$ cat src/rtl/dmem_mmio.sv
// Data-side memory responder: word-addressed data RAM plus an MMIO window
// holding a free-running cycle counter and an output FIFO drained by valid/ready.
module dmem_mmio #(
    parameter int WIDTH      = 32,
    parameter int DEPTH      = 64,
    parameter int FIFO_DEPTH = 8
) (
    input  logic             clk,
    input  logic             reset,
    input  logic             MemWrite,
    input  logic [WIDTH-1:0] DataAdr,
    input  logic [WIDTH-1:0] WriteData,
    output logic [WIDTH-1:0] ReadData,
    output logic             out_valid,
    output logic [WIDTH-1:0] out_data,
    input  logic             out_ready
);
    localparam int AW = $clog2(DEPTH);
    localparam int PW = $clog2(FIFO_DEPTH);
    localparam int CW = PW + 1;

    logic [WIDTH-1:0] ram [DEPTH];
    logic [WIDTH-1:0] fifoMem [FIFO_DEPTH];

    logic [WIDTH-1:0] cycleCount;
    logic [PW-1:0]    rdPtr;
    logic [PW-1:0]    wrPtr;
    logic [CW-1:0]    fifoCount;
    logic             overflow;

    logic             isMmio;
    logic [AW-1:0]    ramIdx;
    logic [1:0]       mmioSel;
    logic             ramWe;
    logic             cycleWe;
    logic             fifoWr;
    logic             statusWr;
    logic             fifoEmpty;
    logic             fifoFull;
    logic             pop;
    logic             push;
    logic             drop;
    logic [WIDTH-1:0] statusWord;
    logic             unusedBits;

    assign isMmio  = DataAdr[WIDTH-1];
    assign ramIdx  = DataAdr[AW+1:2];
    assign mmioSel = DataAdr[3:2];

    // Address bits outside both decodes are intentionally ignored (aliasing).
    assign unusedBits = ^{DataAdr[WIDTH-2:AW+2], DataAdr[1:0]};

    // Nothing is written on the reset edge, RAM included.
    assign ramWe    = MemWrite & ~isMmio & ~reset;
    assign cycleWe  = MemWrite & isMmio & (mmioSel == 2'd0);
    assign fifoWr   = MemWrite & isMmio & (mmioSel == 2'd1);
    assign statusWr = MemWrite & isMmio & (mmioSel == 2'd2);

    assign fifoEmpty = (fifoCount == '0);
    assign fifoFull  = (fifoCount == CW'(FIFO_DEPTH));
    assign pop       = out_valid & out_ready;
    assign push      = fifoWr & (~fifoFull | pop);
    assign drop      = fifoWr & fifoFull & ~pop;

    assign out_valid = ~fifoEmpty;
    assign out_data  = fifoMem[rdPtr];

    always_comb begin
        statusWord          = '0;
        statusWord[0]       = fifoEmpty;
        statusWord[1]       = fifoFull;
        statusWord[2]       = overflow;
        statusWord[8 +: CW] = fifoCount;
    end

    always_comb begin
        ReadData = '0;
        if (!isMmio) begin
            ReadData = ram[ramIdx];
        end else begin
            case (mmioSel)
                2'd0:    ReadData = cycleCount;
                2'd2:    ReadData = statusWord;
                default: ReadData = '0;
            endcase
        end
    end

    always_ff @(posedge clk) begin
        if (ramWe) begin
            ram[ramIdx] <= WriteData;
        end
    end

    // When full with a same-edge pop, wrPtr equals rdPtr: the slot being
    // overwritten is the head that leaves on this edge.
    always_ff @(posedge clk) begin
        if (push && !reset) begin
            fifoMem[wrPtr] <= WriteData;
        end
    end

    always_ff @(posedge clk) begin
        if (reset) begin
            cycleCount <= '0;
            rdPtr      <= '0;
            wrPtr      <= '0;
            fifoCount  <= '0;
            overflow   <= 1'b0;
        end else begin
            cycleCount <= cycleWe ? WriteData : cycleCount + WIDTH'(1);
            if (push) begin
                wrPtr <= wrPtr + PW'(1);
            end
            if (pop) begin
                rdPtr <= rdPtr + PW'(1);
            end
            case ({push, pop})
                2'b10:   fifoCount <= fifoCount + CW'(1);
                2'b01:   fifoCount <= fifoCount - CW'(1);
                default: fifoCount <= fifoCount;
            endcase
            if (drop) begin
                overflow <= 1'b1;
            end else if (statusWr && WriteData[2]) begin
                overflow <= 1'b0;
            end
        end
    end
endmodule

$ cat config.mk
export PLATFORM = sky130hd
export DESIGN_NAME = dmem_mmio
export DESIGN_NICKNAME = d
export VERILOG_FILES = /design/src/rtl/dmem_mmio.sv
export SDC_FILE = /design/constraint.sdc
export NUM_CORES = 2
export LEC_CHECK = 0
export CORE_MARGIN = 1.5
export CORE_UTILIZATION = 40
export CTS_BUF_LIST = sky130_fd_sc_hd__clkbuf_4 sky130_fd_sc_hd__clkbuf_8
export CTS_CLUSTER_SIZE = 10
export DETAILED_ROUTE_END_ITERATION = 16
export RECOVER_POWER = 50
export SLEW_MARGIN = 20
export SYNTH_ARGS = -nofsm -noshare
export SYNTH_HDL_FRONTEND = slang
export SYNTH_SLANG_ARGS = --single-unit
$ cat constraint.sdc
create_clock -name clk -period 5.9 [get_ports clk]
set_clock_uncertainty 0.1 [all_clocks]
set_input_delay 1.18 -clock clk [delete_from_list [all_inputs] [get_ports clk]]
set_output_delay 1.18 -clock clk [all_outputs]
set_load 0.01 [all_outputs]
==> out/qor.txt <==
clock latency on the worst-skew pair - 1.09 ns
Post-CTS Setup Inserts - 0
worst ir drop on vdd - 210 uV
Leak Pwr - 33.1 nW
most frequent cells after synthesis - 2304 x edfxtp_1, 543 x mux4_2, 149 x nor2_1, 124 x clkbuf_1, 114 x mux2i_1
Fin Setup TNS - -0.0190 ns
status - complete, but fails checks
FF-to-FF End - fifoMem[1][4]$_DFFE_PP_
die area - 230000 um2
Primary FF master, synth - edfxtp_1
Worst setup SP type - input port
Mapped Nets - 4296
core area - 225000 um2
vias per cell - 5.95
CP arrival - 4.64 ns
number of global-route vias before repair - 47400
DRT antenna net count - 0
drt drc - 0
initial drt markers - 6892
met2 GRT Util - 0.358
Die Span Y - 479 um
critical path, cell by cell - buf_8 > buf_12 > buf_12 > mux4_2 > a22oi_1 > a21oi_1 > nor4_1 > buf_4 > a32oi_1 > clkdlybuf4s50_1
area of the multi-input gates - 19900 um2
GR Layer Usage met1 - 0.328
post-route cell area - 106000 um2
first-pass GRT wire length - 376000 um
Final WS setup - -0.0190 ns
layout cell share with drive strength beyond 1 - 0.319
worst reg2reg path depth - 6
# port buffers - 107
CP startpoint - DataAdr[2]
most instantiated library cell after synthesis - edfxtp_1
CTS HTree Levels - 5
Clock transition at path regs - 0.06 ns
Die X - 479 um
DRT Pass-1 Iters - 5
Worst Path Buf+Inv - 5
pwr dens - 331 nW/um2
async set-reset flop share out of synthesis - 0
period utilisation layout - 1.00
fin nets - 4930
violated checks - capacitance limit, slew limit, setup timing
hold_sp - rdPtr[2]$_SDFFE_PP0N_
routed vias - 48400
cell mode on critical path - buf_12
Setup violations, final - 1
maximum clock path buffer count - 4
CTS tree - done
Post-synth EDFFs - 2304
CTS Buf Count - 386
reg2reg start - fifoCount[0]$_SDFFE_PP0P_
P&R area growth vs syn - 16.5%
Slew Limit Fails - 2321
Worst R2R Setup Slack - 2.83 ns
Yosys top cell by area - edfxtp_1
critical-path maximum fanout - 16
met3 Use GR - 0.0614
# rows - 174
Final HPWL DP - 165000 um
Slowest-stage cell, CP - clkdlybuf4s50_1
Worst Tran Pin Value - 4.34 ns
post-DR wirelength/cell - 33.5 um
number of distinct library cells after synthesis - 70
hold path depth - 2
Starting Density - 0.403
Cells after Synth - 4224
Root Driver - clkbuf_8
HP Class - reg -> reg
Final Critical Period - 5.92 ns
Syn Area/Cell - 21.5 um2
Largest stage delay, worst path - 0.55 ns
Crit path max-delay family - buffers and inverters
Post-Route WL - 273000 um
Synth top area share - 0.763
antenna violations before repair - 23
synth warn - 0
critical path class - in -> out
CTS Sinks - 2350
Routability Congestion - 0.871
pin count of the biggest net entering global routing - 74
Top Ports - 133
critical path endpoint category - output pin
f_max - 0.169 GHz
Rel. slew slack - -1.89
register area - 70100 um2
WP data required - 4.62 ns
Final Hold Fails - 0
grt total ovfl - 0
cts hold-fix bufs - 0
RSZ-0062 raised after global routing - no
max cap viols - 42
sequential share of the synthesized area - 0.773
Post-DP Area - 98500 um2
Mapped Area - 90700 um2
fillcell total - 18800
GR peak layer - met2
top post-synthesis cells by area - edfxtp_1 76%, mux4_2 13%, mux2i_1 1.3%
Global Route Usage Sum - 0.235
Seq cells post-synth - 2350
[logic make-up (layout without fill, tap and decap cells)]
| kind of cell | after synthesis | in the layout | synth area share |
|---|---|---|---|
| AOI/OAI and AO/OA | 399 | 399 | 0.0299 |
| xor gates and xnor gates | 27 | 27 | 0.00261 |
| adders and majority gates | 4 | 4 | 0.000552 |
| buffers and inverters | 261 | 1168 | 0.0137 |
| DFF | 2350 | 2350 | 0.773 |
| muxes | 718 | 718 | 0.155 |
| other | 0 | 11 | 0 |
| and+or+nand+nor | 465 | 465 | 0.0248 |
[power by group]
| part | leakage, nW | total [mW] | switching [mW] | internal (mW) |
|---|---|---|---|---|
| clock | 3.84 | 13.8 | 6.38 | 7.41 |
| combinational | 8.21 | 2.55 | 1.46 | 1.09 |
| sequential | 21.1 | 18.6 | 0.129 | 18.4 |
| total | 33.1 | 34.9 | 7.97 | 26.9 |
[state kept, by name, summed over array words and instances, names as in the netlist, named ones only]
name / count
fifoMem: 256
wrPtr: 3
ram: 2048
rdPtr: 3
overflow: 1
cycleCount: 32
fifoCount: 4
[placed cells by master, fill, tap and decap left out, drive strengths merged, types with 17 or more instances in the layout]
cell           count
nand2            101
clkdlybuf4s50     66
nor2             149
o22ai             35
clkinv           138
xnor2             19
clkbuf           553
a22oi             72
a221oi            22
nor4              20
mux2              61
mux4             543
nor3              39
o21ai             46
a21oi             99
edfxtp          2304
or3               17
nand3             43
buf              376
mux2i            114
dfxtp             46
a211oi            28
[per-layer routing]
metal	part of all wire	up-vias
li1	-	19200
met1	0.40	25900
met2	0.46	2818
met3	0.10	532
met4	0.035	10
met5	0.00024	-
[stage by stage]
step                       util  total power [mW]  hold slack [ns]  setup WS [ns]  cells
after global placement    0.438              21.4            0.368         -0.463   7461
final                     0.469              34.9            0.356        -0.0190   8134
after global routing      0.469              35.9            0.420         0.0248   8128
after detailed placement  0.438              21.4            0.390         -0.107   7461
after CTS                 0.470              35.1            0.256         0.0919   8122
after floorplan               -              20.1            0.353          0.619   4224
[cell type report]
class,count,share of cell area
tap,2992,0.0354
clock buffer,501,0.0589
clock inverter,160,0.00989
multi-input combinational,1613,0.188
sequential,2350,0.664
inverter,12,0.000450
antenna,11,0.000261
timing repair buffer,495,0.0428
[worst reg2reg max path: stages (launching register included)]
cell      delay (ns)
dfxtp_1         0.46
nor3_1          0.17
a21boi_0        0.26
clkbuf_1        0.33
nand2_1         0.25
nor4_1          0.52
buf_4           0.55
[how the worst max path moves through the flow]
stage / slack [ns] / end / cells after the start
2_1_floorplan: 0.62 / fifoMem[3][0]$_DFFE_PP_ / 6
6_report: -0.02 / ReadData[19] / 10
4_1_cts: 0.09 / ReadData[4] / 7
5_1_grt: 0.02 / ReadData[12] / 8
3_3_place_gp: -0.46 / ReadData[22] / 10
3_5_place_dp: -0.11 / ReadData[22] / 10
[repair_timing]
action                     4_1_cts  5_1_grt
cloned                           0        0
resized for setup                1        0
pin swaps                        0        1
setup endpoints to repair        1        1
No activity file was read; power rests on OpenSTA's default activity.
